$ cat src/rtl/lsu_arbiter_if.sv
`default_nettype none
// ============================================================================
// Module  : lsu_arbiter_if
// Brief   : Request/response bundle between the two LSU masters and the
//           LSU port arbiter.
// Revision: 1.0  initial release
// ============================================================================
interface lsu_arbiter_if;
  logic        i_m0_req;
  logic        i_m0_wren;
  logic        i_m0_lock;
  logic [31:0] i_m0_addr;
  logic [31:0] i_m0_wdata;
  logic [2:0]  i_m0_op;
  logic        i_m1_req;
  logic        i_m1_wren;
  logic        i_m1_lock;
  logic [31:0] i_m1_addr;
  logic [31:0] i_m1_wdata;
  logic [2:0]  i_m1_op;
  logic        o_m0_gnt;
  logic        o_m1_gnt;
  logic        o_m0_rvalid;
  logic        o_m1_rvalid;
  logic [31:0] o_m0_rdata;
  logic [31:0] o_m1_rdata;
  logic        o_lsu_wren;
  logic [31:0] o_lsu_addr;
  logic [31:0] o_st_data;
  logic [2:0]  o_lsu_op;
  logic [31:0] i_ld_data;
  logic        o_busy;

  modport slave (
    input  i_m0_req, i_m0_wren, i_m0_lock, i_m0_addr, i_m0_wdata, i_m0_op,
    input  i_m1_req, i_m1_wren, i_m1_lock, i_m1_addr, i_m1_wdata, i_m1_op,
    input  i_ld_data,
    output o_m0_gnt, o_m1_gnt, o_m0_rvalid, o_m1_rvalid, o_m0_rdata, o_m1_rdata,
    output o_lsu_wren, o_lsu_addr, o_st_data, o_lsu_op, o_busy
  );

  modport master (
    output i_m0_req, i_m0_wren, i_m0_lock, i_m0_addr, i_m0_wdata, i_m0_op,
    output i_m1_req, i_m1_wren, i_m1_lock, i_m1_addr, i_m1_wdata, i_m1_op,
    output i_ld_data,
    input  o_m0_gnt, o_m1_gnt, o_m0_rvalid, o_m1_rvalid, o_m0_rdata, o_m1_rdata,
    input  o_lsu_wren, o_lsu_addr, o_st_data, o_lsu_op, o_busy
  );
endinterface
`default_nettype wire

$ cat src/rtl/lsu_arbiter.sv
`default_nettype none
// ============================================================================
// Module  : lsu_arbiter
// Brief   : Two-master LSU port arbiter: fixed priority with m1 aging, lock
//           for atomic sequences, tagged load return. Define LSU_ARB_RR_EN
//           for round-robin arbitration instead of priority plus aging.
// Revision: 1.0  initial release
// ============================================================================
module lsu_arbiter #(
  parameter int MAX_WAIT = 4,
  parameter int RD_LAT   = 1
) (
  input  logic         i_clk,
  input  logic         i_rst_n,
  lsu_arbiter_if.slave bus
);

  localparam logic [0:0] S_UNLOCKED = 1'b0;
  localparam logic [0:0] S_LOCKED   = 1'b1;

  logic [0:0]        r_state;
  logic              r_owner;
  logic [RD_LAT-1:0] r_pv;
  logic [RD_LAT-1:0] r_pid;
  logic [31:0]       r_rdata0;
  logic [31:0]       r_rdata1;

  logic w_g0, w_g1, w_m1_pri, w_acc, w_acc_wren, w_acc_lock, w_ld_acc;
  logic w_own_req, w_ret_v, w_ret_id, w_rv0, w_rv1;

`ifdef LSU_ARB_RR_EN
  logic r_last;  // 1 = m1 won last, so m0 has priority next contest

  assign w_m1_pri = ~r_last;

  always_ff @(posedge i_clk or negedge i_rst_n) begin
    if (!i_rst_n)   r_last <= 1'b1;
    else if (w_acc) r_last <= w_g1;
  end
`else
  logic [3:0] r_wait;

  assign w_m1_pri = (r_wait == 4'(MAX_WAIT));

  always_ff @(posedge i_clk or negedge i_rst_n) begin
    if (!i_rst_n)                          r_wait <= 4'd0;
    else if (!bus.i_m1_req || w_g1)        r_wait <= 4'd0;
    else if (r_wait != 4'(MAX_WAIT))       r_wait <= r_wait + 4'd1;
  end
`endif

  always_comb begin
    w_g0 = 1'b0;
    w_g1 = 1'b0;
    if (r_state == S_LOCKED) begin
      w_g0 = bus.i_m0_req & ~r_owner;
      w_g1 = bus.i_m1_req &  r_owner;
    end else if (bus.i_m0_req && bus.i_m1_req) begin
      w_g1 =  w_m1_pri;
      w_g0 = ~w_m1_pri;
    end else begin
      w_g0 = bus.i_m0_req;
      w_g1 = bus.i_m1_req;
    end
  end

  assign w_acc      = w_g0 | w_g1;
  assign w_acc_wren = w_g1 ? bus.i_m1_wren : bus.i_m0_wren;
  assign w_acc_lock = w_g1 ? bus.i_m1_lock : bus.i_m0_lock;
  assign w_ld_acc   = w_acc & ~w_acc_wren;
  assign w_own_req  = r_owner ? bus.i_m1_req : bus.i_m0_req;

  assign bus.o_m0_gnt   = w_g0;
  assign bus.o_m1_gnt   = w_g1;
  assign bus.o_lsu_wren = (w_g0 & bus.i_m0_wren) | (w_g1 & bus.i_m1_wren);
  assign bus.o_lsu_addr = w_g0 ? bus.i_m0_addr  : (w_g1 ? bus.i_m1_addr  : 32'd0);
  assign bus.o_st_data  = w_g0 ? bus.i_m0_wdata : (w_g1 ? bus.i_m1_wdata : 32'd0);
  assign bus.o_lsu_op   = w_g0 ? bus.i_m0_op    : (w_g1 ? bus.i_m1_op    : 3'd0);

  always_ff @(posedge i_clk or negedge i_rst_n) begin
    if (!i_rst_n) begin
      r_state <= S_UNLOCKED;
      r_owner <= 1'b0;
    end else begin
      case (r_state)
        S_UNLOCKED: begin
          if (w_acc && w_acc_lock) begin
            r_state <= S_LOCKED;
            r_owner <= w_g1;
          end
        end
        S_LOCKED: begin
          // Owner dropping its request also releases, so a stalled owner cannot wedge the port
          if (!w_own_req || (w_acc && !w_acc_lock)) r_state <= S_UNLOCKED;
        end
        default: r_state <= S_UNLOCKED;
      endcase
    end
  end

  generate
    if (RD_LAT > 1) begin : g_pipe_deep
      always_ff @(posedge i_clk or negedge i_rst_n) begin
        if (!i_rst_n) begin
          r_pv  <= '0;
          r_pid <= '0;
        end else begin
          r_pv  <= {r_pv[RD_LAT-2:0],  w_ld_acc};
          r_pid <= {r_pid[RD_LAT-2:0], w_g1};
        end
      end
    end else begin : g_pipe_single
      always_ff @(posedge i_clk or negedge i_rst_n) begin
        if (!i_rst_n) begin
          r_pv  <= '0;
          r_pid <= '0;
        end else begin
          r_pv  <= w_ld_acc;
          r_pid <= w_g1;
        end
      end
    end
  endgenerate

  assign w_ret_v  = r_pv[RD_LAT-1];
  assign w_ret_id = r_pid[RD_LAT-1];
  assign w_rv0    = w_ret_v & ~w_ret_id;
  assign w_rv1    = w_ret_v &  w_ret_id;

  // LSU data is valid in the return cycle; present it then and keep it afterwards
  always_ff @(posedge i_clk or negedge i_rst_n) begin
    if (!i_rst_n) begin
      r_rdata0 <= 32'd0;
      r_rdata1 <= 32'd0;
    end else begin
      if (w_rv0) r_rdata0 <= bus.i_ld_data;
      if (w_rv1) r_rdata1 <= bus.i_ld_data;
    end
  end

  assign bus.o_m0_rvalid = w_rv0;
  assign bus.o_m1_rvalid = w_rv1;
  assign bus.o_m0_rdata  = w_rv0 ? bus.i_ld_data : r_rdata0;
  assign bus.o_m1_rdata  = w_rv1 ? bus.i_ld_data : r_rdata1;
  assign bus.o_busy      = (r_state == S_LOCKED) | (|r_pv);

endmodule
`default_nettype wire

$ cat src/flat_wrapper.sv
// flat-port wrapper written by rule: the top's interface ports become plain ports
module lsu_arbiter_flat 
#(
  parameter int MAX_WAIT = 4,
  parameter int RD_LAT   = 1
)
  (i_clk, i_rst_n, bus_i_m0_req, bus_i_m0_wren, bus_i_m0_lock, bus_i_m0_addr, bus_i_m0_wdata, bus_i_m0_op, bus_i_m1_req, bus_i_m1_wren, bus_i_m1_lock, bus_i_m1_addr, bus_i_m1_wdata, bus_i_m1_op, bus_i_ld_data, bus_o_m0_gnt, bus_o_m1_gnt, bus_o_m0_rvalid, bus_o_m1_rvalid, bus_o_m0_rdata, bus_o_m1_rdata, bus_o_lsu_wren, bus_o_lsu_addr, bus_o_st_data, bus_o_lsu_op, bus_o_busy);
  lsu_arbiter_if bus_i ();
  input  logic i_clk;
  input  logic i_rst_n;
  input wire logic [$bits(bus_i.i_m0_req)-1:0] bus_i_m0_req;
  input wire logic [$bits(bus_i.i_m0_wren)-1:0] bus_i_m0_wren;
  input wire logic [$bits(bus_i.i_m0_lock)-1:0] bus_i_m0_lock;
  input wire logic [$bits(bus_i.i_m0_addr)-1:0] bus_i_m0_addr;
  input wire logic [$bits(bus_i.i_m0_wdata)-1:0] bus_i_m0_wdata;
  input wire logic [$bits(bus_i.i_m0_op)-1:0] bus_i_m0_op;
  input wire logic [$bits(bus_i.i_m1_req)-1:0] bus_i_m1_req;
  input wire logic [$bits(bus_i.i_m1_wren)-1:0] bus_i_m1_wren;
  input wire logic [$bits(bus_i.i_m1_lock)-1:0] bus_i_m1_lock;
  input wire logic [$bits(bus_i.i_m1_addr)-1:0] bus_i_m1_addr;
  input wire logic [$bits(bus_i.i_m1_wdata)-1:0] bus_i_m1_wdata;
  input wire logic [$bits(bus_i.i_m1_op)-1:0] bus_i_m1_op;
  input wire logic [$bits(bus_i.i_ld_data)-1:0] bus_i_ld_data;
  output wire logic [$bits(bus_i.o_m0_gnt)-1:0] bus_o_m0_gnt;
  output wire logic [$bits(bus_i.o_m1_gnt)-1:0] bus_o_m1_gnt;
  output wire logic [$bits(bus_i.o_m0_rvalid)-1:0] bus_o_m0_rvalid;
  output wire logic [$bits(bus_i.o_m1_rvalid)-1:0] bus_o_m1_rvalid;
  output wire logic [$bits(bus_i.o_m0_rdata)-1:0] bus_o_m0_rdata;
  output wire logic [$bits(bus_i.o_m1_rdata)-1:0] bus_o_m1_rdata;
  output wire logic [$bits(bus_i.o_lsu_wren)-1:0] bus_o_lsu_wren;
  output wire logic [$bits(bus_i.o_lsu_addr)-1:0] bus_o_lsu_addr;
  output wire logic [$bits(bus_i.o_st_data)-1:0] bus_o_st_data;
  output wire logic [$bits(bus_i.o_lsu_op)-1:0] bus_o_lsu_op;
  output wire logic [$bits(bus_i.o_busy)-1:0] bus_o_busy;
  assign bus_i.i_m0_req = bus_i_m0_req;
  assign bus_i.i_m0_wren = bus_i_m0_wren;
  assign bus_i.i_m0_lock = bus_i_m0_lock;
  assign bus_i.i_m0_addr = bus_i_m0_addr;
  assign bus_i.i_m0_wdata = bus_i_m0_wdata;
  assign bus_i.i_m0_op = bus_i_m0_op;
  assign bus_i.i_m1_req = bus_i_m1_req;
  assign bus_i.i_m1_wren = bus_i_m1_wren;
  assign bus_i.i_m1_lock = bus_i_m1_lock;
  assign bus_i.i_m1_addr = bus_i_m1_addr;
  assign bus_i.i_m1_wdata = bus_i_m1_wdata;
  assign bus_i.i_m1_op = bus_i_m1_op;
  assign bus_i.i_ld_data = bus_i_ld_data;
  assign bus_o_m0_gnt = bus_i.o_m0_gnt;
  assign bus_o_m1_gnt = bus_i.o_m1_gnt;
  assign bus_o_m0_rvalid = bus_i.o_m0_rvalid;
  assign bus_o_m1_rvalid = bus_i.o_m1_rvalid;
  assign bus_o_m0_rdata = bus_i.o_m0_rdata;
  assign bus_o_m1_rdata = bus_i.o_m1_rdata;
  assign bus_o_lsu_wren = bus_i.o_lsu_wren;
  assign bus_o_lsu_addr = bus_i.o_lsu_addr;
  assign bus_o_st_data = bus_i.o_st_data;
  assign bus_o_lsu_op = bus_i.o_lsu_op;
  assign bus_o_busy = bus_i.o_busy;
  lsu_arbiter #(.MAX_WAIT(MAX_WAIT), .RD_LAT(RD_LAT)) u_core (.i_clk(i_clk), .i_rst_n(i_rst_n), .bus(bus_i));
endmodule
$ cat config.mk
export PLATFORM = sky130hd
export DESIGN_NAME = lsu_arbiter_flat
export DESIGN_NICKNAME = d
export VERILOG_FILES = /design/src/rtl/lsu_arbiter_if.sv /design/src/rtl/lsu_arbiter.sv /design/src/flat_wrapper.sv
export SDC_FILE = /design/constraint.sdc
export NUM_CORES = 1
export LEC_CHECK = 0
export BUFFER_PORTS_ARGS = -buffer_cell sky130_fd_sc_hd__buf_2
export CAP_MARGIN = 20
export CORE_AREA = 2 2 121 123
export DETAILED_ROUTE_END_ITERATION = 12
export DIE_AREA = 0 0 123 125
export PLACE_DENSITY = 0.68
export SETUP_SLACK_MARGIN = 0.1
export SYNTH_ARGS = -nofsm -noshare
export SYNTH_HDL_FRONTEND = slang
export SYNTH_SLANG_ARGS = --single-unit
$ cat constraint.sdc
create_clock -name i_clk -period 1.8 [get_ports i_clk]
set_input_delay 0.27 -clock i_clk [delete_from_list [all_inputs] [get_ports i_clk]]
set_output_delay 0.27 -clock i_clk [all_outputs]
set_load 0.01 [all_outputs]
### Word-level counts from Yosys, hierarchy flattened

Index checks and enable logic that the tools add are counted.

| operators by class | value |
|---|---|
| $add $sub $neg | 1 |
| equality and inequality tests | 2 |
| multiplexer cells | 20 |
| bitwise logic cells | 15 |
| reduce and logical (&&, ||, !) cells | 10 |

Operators with widths:

| kind | count |
|---|---|
| $mux W32 | 6 |
| $mux W1 | 9 |
| $mux W4 | 2 |
| $and A1 B1 Y1 | 7 |
| $mux W3 | 2 |
| $not A1 Y1 | 5 |
| $add A4 B1 Y4 const B | 1 |
| $eq A4 B3 Y1 const B | 1 |
| $ne A4 B3 Y1 const B | 1 |
| $logic_and A1 B1 Y1 | 3 |
| $logic_not A1 Y1 | 3 |
| $or A1 B1 Y1 | 3 |
| $logic_or A1 B1 Y1 | 2 |
| $pmux W1 S2 | 1 |
| $reduce_and A2 Y1 | 1 |
| $reduce_bool A2 Y1 | 1 |

| storage, ports and cells | value |
|---|---|
| bits in registers | 72 |
| input port bits | 174 |
| output and inout port bits | 137 |
| logic and storage cells | 55 |

### Longest topological paths before layout

| logic depth | value |
|---|---|
| depth in word-level cells | 9 |
| mapped depth | 7 |
| mapped depth without buffers | 5 |

### Worst setup path before layout

Ideal clock, no wire load.

| path | value |
|---|---|
| path kind | register to output |
| start | register u_core.r_wait[0] |
| end | output bus_o_lsu_addr[23] |
| arrival | 1.507 ns |
| data required time | 1.530 ns |
| setup slack | 0.023 ns |
| stages on the path, launching flop included | 7 |
| buffers on the path | 1 |
| cells stage by stage | dfrtp_1 -> inv_1 -> ha_1 -> nand4bb_1 -> a31oi_4 -> buf_6 -> a22o_1 |

| on the way | value |
|---|---|
| word-level cells in the longest chain between the ends | 5 |
| elaborated cells between the ends (all ways) | 8 |
| those cells by class | 1 x eq/ne; 6 x mux; 1 x bitwise |

RTL lines:

| item | line | source |
|---|---|---|
| start, declared | lsu_arbiter.sv:41 | `logic [3:0] r_wait;` |
| start signal, assigned | lsu_arbiter.sv:48 | `else if (r_wait != 4'(MAX_WAIT)) r_wait <= r_wait + 4'd1;` |
| $eq A4 B3 Y1 | lsu_arbiter.sv:43 | `assign w_m1_pri = (r_wait == 4'(MAX_WAIT));` |
| $mux W1 | lsu_arbiter.sv:58 | `end else if (bus.i_m0_req && bus.i_m1_req) begin` |
| $mux W1 | lsu_arbiter.sv:55 | `if (r_state == S_LOCKED) begin` |
| named net bus_o_m1_gnt | flat_wrapper.sv:25 | `output wire logic [$bits(bus_i.o_m1_gnt)-1:0] bus_o_m1_gnt;` |
| $mux W32 (2 in series) | lsu_arbiter.sv:76 | `assign bus.o_lsu_addr = w_g0 ? bus.i_m0_addr : (w_g1 ? bus.i_m1_addr : 32'd0);` |
| end, declared | flat_wrapper.sv:31 | `output wire logic [$bits(bus_i.o_lsu_addr)-1:0] bus_o_lsu_addr;` |

The timed path passes the listed nets, and every way through them passes these cells.

### Final worst setup path

| path | value |
|---|---|
| start | register u_core.r_wait[1] |
| end | output bus_o_lsu_addr[4] |

| on the way | value |
|---|---|
| word-level cells in the longest chain between the ends | 5 |
| elaborated cells between the ends (all ways) | 8 |
| those cells by class | 1 x eq/ne; 6 x mux; 1 x bitwise |

RTL lines:

| item | line |
|---|---|
| $eq A4 B3 Y1 * | lsu_arbiter.sv:43 |
| $mux W1 or $not A1 Y1 (tied branches) | lsu_arbiter.sv:58, lsu_arbiter.sv:60 |
| $mux W1 (on tied branches) | lsu_arbiter.sv:55, lsu_arbiter.sv:58 |
| $mux W32 or $mux W1 (tied branches) | lsu_arbiter.sv:76, lsu_arbiter.sv:55 |
| $mux W32 * | lsu_arbiter.sv:76 |

Every way passes the cells marked *; elsewhere a longest branch is shown, timed or not.

==> results.yml <==
outcome:
  status: "complete, but fails checks"
  violations: "setup timing"
global_route:
  grt_usage_pct: 20.6
  gr-total-overflow: 0
  grt_antenna_before_repair: 7
  grt_pass1_vias: 3998
  grt_pass1_wl_mm: 23.6
  grt_max_degree: 73
final_layout:
  fin_nets: 811
  finalNonFillerCells: 824
  fill_cells: 1232
  design_area_um2: 7250
  layout_commonest_cell: "buf_2"
  area_growth_pct: 102
  drive_gt1_share_pct: 73.4
  layout_common_cells: "buf_2 (235), buf_6 (82), dfrtp_1 (71)"
  n_antenna_cell: 0
sta:
  clock_skew_ns: 0.00367
  fin_crit_ns: 2.29
  setup_tns_ns: -40.11
  max_freq_mhz: 438
  setup_violations: 134
  slew_violations: 0
  setup_slack_ns: -0.486
  fin_hold_ws_ns: 0.186
  hold_violations: 0
  worst_pin_slew_ns: 0.390
  min_period_over_period_pct: 127
  rsz0062_at_grt: "yes"
  slew_headroom_pct: 74.0
setup_path:
  cp-start-kind: "register"
  worst_ep_required_time_ns: 1.53
  reg2reg_depth: 9
  worstSetupPathType: "reg -> out"
  critPathMaxStageDelay_ns: 0.38
  crit_arrival_ns: 2.02
  critPathMostFrequentCell: "buf_12"
  r2r_slack_ns: 0.07
  end_kind: "output pin"
  r2r-start: "u_core.r_wait[1]"
  cp_cell_sequence: "inv_1, ha_2, nand4bb_1, a31oi_4, buf_12, buf_12, clkbuf_16, a22o_1, buf_2"
  worst_r2r_endpoint: "u_core.r_state"
  cp_max_fo: 7
  cp_slowest_cell: "dfrtp_1"
yosys:
  synth_ff_type: "dfrtp_1"
  async_flop_share_pct: 100
  ys_seq_area_share_pct: 50.3
  syn_area_um2: 3580
  syn-num-nets: 442
  synth-edff-count: 0
  ys_seq_elements: 72
  ys_warn_count: 0
  syn_inst: 266
  synth_cell_types: 26
  synth_area_per_cell_um2: 13.5
worst_hold_path:
  hold_end: "u_core.r_state"
  whs_path_depth: 3
  hp-start: "bus_i_m1_lock"
  min_path_type: "in -> reg"
power_and_ir_drop:
  leakagePower_uw: 0.00391
  power_uw: 7750
  cellPowerDensity_nw_per_um2: 1070
  irDropWorstVdd_mv: 0.476
die:
  start_util_pct: 25.2
  dieArea_um2: 15400
  io_pins: 311
  dieHeight_um: 125
  die_w_um: 123
  coreArea_um2: 14200
  rows: 44
clock_tree:
  h-tree-depth: 3
  root_buffer: "clkbuf_16"
  clk_pin_slew_worst_paths_ns: 0.06
  cts_buffer_depth: 2
  cts_tree: "built"
  clock-sinks: 72
  cts_made_buffers: 9
  clock_latency_ns: 0.33
drt:
  drt_pass1_iterations: 4
  vias: 3852
  drt-wirelength-per-cell_um: 20.3
  drt_iter0_drc: 179
  drtAntennaViolNets: 0
  viasPerCell: 4.67
  drc: 0
  finalWirelength_mm: 16.7
run:
  drv_cap: 0
placement:
  dp_cells: 751
  place_area_um2: 5360
  io_buffers: 310
  detailed_place_hpwl_mm: 10.9
  place.gp.congestion: 0.918
-- synth_stat cells, types with 2 or more instances --
master / number / area share, %
dfrtp_1: 72 / 50
buf_6: 15 / 4.7
nand2_1: 3 / 0.31
mux2_2: 64 / 20
nor2_1: 4 / 0.42
a22o_1: 69 / 17
ha_1: 2 / 0.70
nand3_1: 3 / 0.42
buf_2: 6 / 0.84
a21oi_1: 3 / 0.42
inv_1: 8 / 0.84
xnor2_1: 2 / 0.49
mux2i_1: 2 / 0.56
-- state kept, by name, indices dropped and copies added (netlist names) --
signal	cells
u_core.r_state	1
u_core.r_rdata0	32
u_core.r_pid	1
u_core.r_owner	1
u_core.r_wait	4
u_core.r_pv	1
u_core.r_rdata1	32
-- critical path, delay by kind of cell, from the launching register on --
kind | cells | cell delay (ns)
buf+inv | 5 | 0.62
flops | 1 | 0.38
compound gates | 2 | 0.35
simple gates | 1 | 0.18
fa+ha+maj | 1 | 0.17
-- cell families after synthesis --
family | share of synthesized area [%]
buffers and inverters | 6.49
flip-flops | 50.3
multiplexers | 20.7
XOR/XNOR | 0.489
AO/OA/AOI/OAI | 18.7
AND/OR/NAND/NOR | 2.65
adder cells (fa/ha/maj) | 0.698
-- how the worst max path moves through the flow --
| stage | startpoint | endpoint | slack, ns |
|---|---|---|---|
| after floorplan | u_core.r_wait[0] | bus_o_lsu_addr[23] | 0.03 |
| after global placement | u_core.r_wait[0] | bus_o_lsu_addr[24] | -0.15 |
| after detailed placement | u_core.r_wait[0] | bus_o_lsu_addr[24] | -0.16 |
| after CTS | u_core.r_wait[0] | bus_o_st_data[12] | -0.51 |
| after global routing | u_core.r_wait[0] | bus_o_lsu_addr[15] | -0.55 |
| final | u_core.r_wait[1] | bus_o_lsu_addr[4] | -0.49 |
-- layer usage --
layer,GRT usage (%),share of wire (%)
met2,36.9,52
met1,23.3,37
met3,6.89,8.5
met4,5.21,1.4
met5,0,0.46
-- timing repair --
item / CTS / global route
pin swaps: 7 / 12
endpoints found under the hold margin: 72 / 0
gates cloned: 10 / 4
resized for setup: 151 / 16
hold buffers: 1 / 0
endpoints found under the setup margin: 134 / 135
setup buffers: 32 / 11
-- stage by stage --
stage,worst slack [ns],utilization (%)
6_report,-0.486,51.0
4_1_cts,-0.507,49.1
5_1_grt,-0.551,51.0
2_1_floorplan,0.0263,-
3_3_place_gp,-0.148,37.7
3_5_place_dp,-0.163,37.7
-- power breakdown --
group | leakage [uW] | switching [uW] | internal, uW | total [uW]
Combinational | 0.00291 | 1380 | 2200 | 3580
Sequential | 0.000853 | 150 | 2060 | 2210
Clock | 0.000151 | 703 | 1260 | 1960
Total | 0.00391 | 2240 | 5510 | 7750
-- final cells by class --
type / count / area (um2) / share of cell area, %
timing repair buffer: 380 / 3010 / 41.5
sequential: 72 / 1800 / 24.9
clock buffer: 10 / 239 / 3.30
clock inverter: 6 / 91.3 / 1.26
tap: 184 / 230 / 3.18
multi-input combinational: 164 / 1850 / 25.5
inverter: 8 / 30.0 / 0.414
(Power assumes the default switching activity.)
